===== config.mk =====
export PLATFORM = sky130hd
export DESIGN_NAME = pipelined_tree_multiplier
export DESIGN_NICKNAME = d
export VERILOG_FILES = /design/src/rtl/pipelined_tree_multiplier.sv
export SDC_FILE = /design/constraint.sdc
export NUM_CORES = 1
export LEC_CHECK = 0
export BUFFER_PORTS_ARGS = -buffer_cell sky130_fd_sc_hd__buf_2
export CORE_MARGIN = 4
export CORE_UTILIZATION = 35
export CTS_CLUSTER_DIAMETER = 40
export DETAILED_ROUTE_END_ITERATION = 16
export SLEW_MARGIN = 10
export SYNTH_ARGS = -nofsm -noshare
export SYNTH_HDL_FRONTEND = slang
export SYNTH_SLANG_ARGS = --single-unit

===== constraint.sdc =====
create_clock -name clk -period 2.75 [get_ports clk]
set_clock_uncertainty 0.2 [all_clocks]
set_input_delay 0.275 -clock clk [delete_from_list [all_inputs] [get_ports clk]]
set_output_delay 0.275 -clock clk [all_outputs]
set_load 0.02 [all_outputs]

===== src/rtl/pipelined_tree_multiplier.sv =====
// Three-stage valid/ready WIDTH x WIDTH multiplier: AND-array partial products, CSA tree, final CPA.
// Define SIGNED_MULT_EN to honour sgn through Baugh-Wooley correction; otherwise every operation is unsigned.
module pipelined_tree_multiplier #(
  parameter int WIDTH = 8
) (
  input  logic               clk,
  input  logic               rst,
  input  logic               in_valid,
  output logic               in_ready,
  input  logic [WIDTH-1:0]   a,
  input  logic [WIDTH-1:0]   b,
  input  logic               sgn,
  output logic               out_valid,
  input  logic               out_ready,
  output logic [2*WIDTH-1:0] p
);

  localparam int PW = 2 * WIDTH;
  // One row per multiplier bit plus one row carrying the signed-mode constant ones.
  localparam int NR = WIDTH + 1;

  function automatic int tree_levels();
    int r;
    int l;
    r = NR;
    l = 0;
    while (r > 2) begin
      r = 2 * (r / 3) + (r % 3);
      l++;
    end
    return l;
  endfunction

  localparam int LEVELS = tree_levels();

  logic v1, v2, v3;
  logic ld1, ld2, ld3;

  logic [WIDTH-1:0] pp_next [WIDTH];
  logic [WIDTH-1:0] pp_s1   [WIDTH];
  logic [PW-1:0]    sum_next, carry_next;
  logic [PW-1:0]    sum_s2, carry_s2;

`ifdef SIGNED_MULT_EN
  logic sgn_s1;
`else
  logic unused_sgn;
  assign unused_sgn = sgn;
`endif

  // A stage may load whenever it is empty or its current beat is leaving this cycle.
  assign ld3       = !v3 || out_ready;
  assign ld2       = !v2 || ld3;
  assign ld1       = !v1 || ld2;
  assign in_ready  = ld1 && !rst;
  assign out_valid = v3;

  always_comb begin
    for (int i = 0; i < WIDTH; i++) begin
      pp_next[i] = a & {WIDTH{b[i]}};
`ifdef SIGNED_MULT_EN
      // Baugh-Wooley: invert products that pair exactly one sign bit with a magnitude bit.
      if (sgn) begin
        if (i == WIDTH - 1) pp_next[i][WIDTH-2:0] = ~pp_next[i][WIDTH-2:0];
        else                pp_next[i][WIDTH-1]   = ~pp_next[i][WIDTH-1];
      end
`endif
    end
  end

  always_comb begin
    logic [PW-1:0] cur [NR];
    logic [PW-1:0] nxt [NR];
    int cnt;
    int n;
    for (int i = 0; i < WIDTH; i++) cur[i] = PW'(pp_s1[i]) << i;
    cur[WIDTH] = '0;
`ifdef SIGNED_MULT_EN
    if (sgn_s1) begin
      cur[WIDTH][WIDTH] = 1'b1;
      cur[WIDTH][PW-1]  = 1'b1;
    end
`endif
    for (int r = 0; r < NR; r++) nxt[r] = '0;
    cnt = NR;
    // Wallace-style levels: each full group of three rows becomes a sum row and a shifted carry row.
    for (int lvl = 0; lvl < LEVELS; lvl++) begin
      n = 0;
      for (int r = 0; r < NR; r++) nxt[r] = '0;
      for (int g = 0; g < NR / 3; g++) begin
        if (3 * g + 2 < cnt) begin
          nxt[n]     = cur[3*g] ^ cur[3*g+1] ^ cur[3*g+2];
          nxt[n + 1] = ((cur[3*g] & cur[3*g+1]) | (cur[3*g] & cur[3*g+2]) |
                        (cur[3*g+1] & cur[3*g+2])) << 1;
          n = n + 2;
        end
      end
      for (int r = 0; r < NR; r++) begin
        if (r >= 3 * (cnt / 3) && r < cnt) begin
          nxt[n] = cur[r];
          n = n + 1;
        end
      end
      cur = nxt;
      cnt = n;
    end
    sum_next   = cur[0];
    carry_next = cur[1];
  end

  always_ff @(posedge clk) begin
    if (rst) begin
      v1       <= 1'b0;
      v2       <= 1'b0;
      v3       <= 1'b0;
      for (int i = 0; i < WIDTH; i++) pp_s1[i] <= '0;
      sum_s2   <= '0;
      carry_s2 <= '0;
      p        <= '0;
`ifdef SIGNED_MULT_EN
      sgn_s1   <= 1'b0;
`endif
    end else begin
      if (ld1) begin
        v1 <= in_valid;
        if (in_valid) begin
          pp_s1  <= pp_next;
`ifdef SIGNED_MULT_EN
          sgn_s1 <= sgn;
`endif
        end
      end
      if (ld2) begin
        v2 <= v1;
        if (v1) begin
          sum_s2   <= sum_next;
          carry_s2 <= carry_next;
        end
      end
      if (ld3) begin
        v3 <= v2;
        if (v2) p <= sum_s2 + carry_s2;
      end
    end
  end

endmodule


Word level (Yosys, flattened, before mapping)
Cells that the tools add are included.
- bits in latches: 0
- logic and storage cells: 78
- bits in read-only memories: 0
- RAM bits: 0
- memories: 0
- register bits after elaboration: 114
- div/mod/pow operators: 0
- multipliers: 0
- muxes and demuxes: 0
- $add $sub $neg: 1
- eq/ne operators: 0
- bitwise gates (word level): 52
- shifts and indexed selects: 0
- order comparisons: 0
- reduce and logical (&&, ||, !) cells: 11
- operator list (kind ; number):
    $or A15 B15 Y15 ; 5
    $and A8 B8 Y8 ; 8
    $and A14 B15 Y15 ; 4
    $and A15 B15 Y15 ; 4
    $xor A16 B16 Y16 ; 2
    $xor A14 B15 Y15 ; 2
    $and A11 B13 Y13 ; 2
    $or A13 B13 Y13 ; 2
    $add A16 B16 Y16 ; 1
    $xor A14 B16 Y16 ; 1
    $xor A15 B16 Y16 ; 1
    $and A13 B15 Y15 ; 1
    $or A14 B15 Y15 ; 1
    $and A13 B14 Y14 ; 1
    $xor A13 B14 Y14 ; 1
    $and A10 B13 Y13 ; 1
    $and A12 B13 Y13 ; 1
    $or A11 B13 Y13 ; 1
    $or A12 B13 Y13 ; 1
    $xor A11 B13 Y13 ; 1
    $xor A12 B13 Y13 ; 1
    $and A11 B12 Y12 ; 1
    $xor A11 B12 Y12 ; 1
    $and A10 B11 Y11 ; 1
    other kinds (12) ; 19

Logic depth before layout (Yosys ltp)
- depth after elaboration: 12
- gate-level depth with buffers: 10
- depth with buffers taken out: 10

Worst setup path before layout
OpenSTA, ideal clock, no wires.
- kind: register -> register
- start point: register pp_s1[20] (netlist bit)
- end point: register sum_s2[9]
- stages on the path, launching flop included: 11
- arrival time: 2577 ps
- library setup time: 71 ps
- path buffers: 0
- path slack: -97 ps
- required time: 2479 ps
- cell sequence: dfxtp_1 > inv_1 > fa_1 > inv_1 > fa_1 > inv_1 > fa_1 > inv_1 > fa_1 > nand2_1 > a21oi_1
- word-level cells in the longest chain between the ends: 6
- RTL lines (element ; RTL line ; text):
    from (decl) ; 40 ; logic [WIDTH-1:0] pp_s1 [WIDTH];
    from (signal assigned) ; 127 ; pp_s1 <= pp_next;
    $xor A12 B13 Y13 ; 92 ; nxt[n] = cur[3*g] ^ cur[3*g+1] ^ cur[3*g+2];
    $xor A11 B13 Y13 ; 92 ;
    $xor A13 B14 Y14 ; 92 ;
    $xor A14 B16 Y16 ; 92 ;
    $xor A16 B16 Y16 (2 in series) ; 92 ;
    via sum_next[9] ; 41 ; logic [PW-1:0] sum_next, carry_next;
    to (signal assigned) ; 136 ; sum_s2 <= sum_next;
    to (decl) ; 42 ; logic [PW-1:0] sum_s2, carry_s2;
The timed path passes the listed nets, and every way through them passes these cells.
A chain may end at the register's enable or synchronous reset.

Worst setup path in the final report
- start point: register pp_s1[18] (netlist bit)
- end point: register sum_s2[7]
Same word-level chain as after synthesis.

==> results.sh <==
export IMPL_status="finished, violations left"
export IMPL_failed_checks="setup timing"
export IMPL_track_usage_pct=13.53
export IMPL_nNetsFinal=766
export IMPL_synth_top_cell_by_area="sky130_fd_sc_hd__dfxtp_1"
export IMPL_synth_ff_latch_count=110
export IMPL_synth_enable_flop_cells=0
export IMPL_powerDensity_nw_per_um2=539.5
export IMPL_drv_slew=0
export IMPL_timing_final_crit_period_ps=2945
export IMPL_num_antenna_cells=0
export IMPL_setup_worst_path_end_class="flip-flop"
export IMPL_maximum_operating_frequency_mhz=339.6
export IMPL_finalSetupTns_ps=-699.1
export IMPL_number_of_warnings_reported_in_the_yosys_synthesis_log=0
export IMPL_core_area_um2=15890
export IMPL_finalHoldWorstSlack_ps=79.37
export IMPL_cts_max_level=3
export IMPL_multi_input_comb_area_um2=3048
export IMPL_drt_initial_drc_count=336
export IMPL_seq_area_frac_synth_pct=38.88
export IMPL_final_setup_viol_count=7
export IMPL_cts_inserted_buffers=9
export IMPL_critPathMaxStageDelay_ps=560
export IMPL_post_layout_nonfiller_instances=894
export IMPL_die_area_um2=18280
export IMPL_num_vias=4224
export IMPL_rsz0062_at_grt="yes"
export IMPL_syn_num_nets=762
export IMPL_postSynthAreaPerCell_um2=8.467
export IMPL_buffer_levels_on_the_longest_clock_path=2
export IMPL_utilization_pct=39.94
export IMPL_globalRouteOverflowTotal=0
export IMPL_required_ps=2840
export IMPL_wl_um=11910
export IMPL_post_synth_instance_area_um2=5664
export IMPL_place_port_buffers=37
export IMPL_clock_root_buffer="sky130_fd_sc_hd__clkbuf_16"
export IMPL_netlist_instances=669
export IMPL_nature_of_the_critical_path_startpoint="flip-flop"
export IMPL_rel_slew_slack_pct=40.75
export IMPL_initial_utilization_pct=35.66
export IMPL_register_area_um2=2215
export IMPL_place_hpwl_um=8060
export IMPL_first_global_vias=3949
export IMPL_worst_slew_pin_slew_ps=888.8
export IMPL_routed_wire_length_per_instance_um=13.33
export IMPL_route_antenna_remaining_nets=0
export IMPL_grt_antenna_before_repair=0
export IMPL_share_of_the_synthesized_area_in_the_top_cell_type_pct=38.88
export IMPL_tritoncts="built"
export IMPL_critical_path_slowest_cell="sky130_fd_sc_hd__fa_2"
export IMPL_clk_latency_ps=350
export IMPL_clk_pin_slew_ps=70
export IMPL_total_power_mw=3.423
export IMPL_fraction_of_final_layout_cells_sized_beyond_drive_strength_1_pct=14.16
export IMPL_postSynth_asyncResetShare_pct=0
export IMPL_drc=0
export IMPL_type_of_the_tightest_min_delay_check="input pin to flip-flop"
export IMPL_timing_critical_path_buf_inv=2
export IMPL_grt_first_pass_wirelength_um=19930
export IMPL_maxCapViolations=0
export IMPL_post_synth_main_area_contributors="sky130_fd_sc_hd__dfxtp_1, sky130_fd_sc_hd__fa_1, sky130_fd_sc_hd__a21oi_1"
export IMPL_num_fill_cells=1681
export IMPL_area_growth_syn_to_layout_pct=12.02
export IMPL_die_h_um=135.2
export IMPL_path_delay_family="adder cells"
export IMPL_numPlacedInstances=876
export IMPL_tritoncts_num_sinks=110
export IMPL_fin_crit_sh_pct=107.1
export IMPL_peakVddDrop_mv=0.3176
export IMPL_gp_routability_congestion=0.7744
export IMPL_hold_viol=0
export IMPL_worst_endpoint_arrival_ps=3030
export IMPL_worstPathMaxFanout=2
export IMPL_yosys_cell_count_top_type="sky130_fd_sc_hd__nand2_1"
export IMPL_ios=39
export IMPL_number_of_distinct_library_cells_after_synthesis=39
export IMPL_crit_path_cell_trace="inv_2 -> fa_2 -> inv_2 -> fa_1 -> fa_1 -> fa_2 -> nand2_1 -> a21oi_1"
export IMPL_route_detailed_vias_per_inst=4.725
export IMPL_power_static_leakage_nw=2.614
export IMPL_ys_dominant_reg_cell="sky130_fd_sc_hd__dfxtp_1"
export IMPL_core_rowCount=46
export IMPL_drtPass1Iterations=5
export IMPL_timing_setup_critical_path_class="flip-flop to flip-flop"
export IMPL_setup_ws_ps=-195.0
export IMPL_fp_dieW_um=135.2
export IMPL_maximum_number_of_pins_on_one_net_before_global_route_repair=71
export IMPL_synth_common_cells="sky130_fd_sc_hd__nand2_1, sky130_fd_sc_hd__dfxtp_1, sky130_fd_sc_hd__a21oi_1"
worst paths after layout:
check / from / endpoint / slack [ps] / depth (start not counted)
worst min register to register: p[10] / p[10] / 250 / 2
worst min-delay path: a[7] / pp_s1[63] / 80 / 3
worst max register to register: pp_s1[18] / sum_s2[7] / -190 / 8
worst max-delay path: pp_s1[18] / sum_s2[7] / -190 / 8
report_power, final:
part           internal (mW)  switching (mW)
Clock                  0.708           0.609
Sequential              1.65          0.0342
Combinational          0.157           0.267
registers in the layout, summed over array words and instances, names as in the netlist:
name / flops
sum_s2: 16
carry_s2: 11
v2: 1
pp_s1: 64
out_valid: 1
v1: 1
p: 16
placed cells by master (no fill, tap or decap), types with 6 or more instances in the layout:
master,Yosys,layout
sky130_fd_sc_hd__nand2_1,144,144
sky130_fd_sc_hd__a21oi_1,109,108
sky130_fd_sc_hd__dfxtp_1,110,100
sky130_fd_sc_hd__nand3_1,66,66
sky130_fd_sc_hd__inv_1,60,50
sky130_fd_sc_hd__buf_2,20,36
sky130_fd_sc_hd__fa_1,38,34
sky130_fd_sc_hd__ha_1,34,33
sky130_fd_sc_hd__nor2_1,14,14
sky130_fd_sc_hd__inv_2,0,10
sky130_fd_sc_hd__dfxtp_2,0,10
sky130_fd_sc_hd__clkbuf_16,0,9
sky130_fd_sc_hd__xnor2_1,6,6
per-stage QoR:
step | area (um2) | setup WS [ps]
floorplan | 5665 | -72.46
global placement | 5991 | -147.0
detailed placement | 5991 | -159.3
CTS | 6307 | -148.7
global route | 6345 | -273.8
finish | 6345 | -195.0
layout make-up:
cell class                      instances  area share (%)
Timing Repair Buffer                   45           4.536
Inverter                               60           3.550
Clock buffer                            9           3.550
Multi-Input combinational cell        447           48.04
Sequential cell                       110           34.90
Tap cell                              216           4.260
Clock inverter                          7           1.163
worst min-delay path, stage by stage:
cell and delay [ps]:
sky130_fd_sc_hd__buf_2 160, sky130_fd_sc_hd__nand3_1 90, sky130_fd_sc_hd__a21oi_1 60
logic make-up after synthesis:
family                   Yosys count  synth area share (%)
AO/OA/AOI/OAI                    128                 12.90
XOR/XNOR                           6                0.9278
adder cells (fa/ha/maj)           72                 20.94
buffers and inverters            112                 7.952
flip-flops                       110                 38.88
multiplexers                       1                0.1767
AND/OR/NAND/NOR                  240                 18.22
metal layers:
layer,up-vias,part of all wire [%],GRT usage [%],wire [um]
li1,2169,-,-,-
met1,1957,50,19.82,5995
met2,85,43,19.69,5159
met3,13,4.7,2.675,562
met4,0,1.6,5.151,195
met5,-,0,0,0
what timing repair did:
action,CTS,global route
gates resized for setup,10,14
setup buffers,0,1
setup endpoints to repair,8,11
pin swaps,6,7
hold endpoints to repair,1,0
hold buffers,1,0
Power figures use the tool's default switching activity.
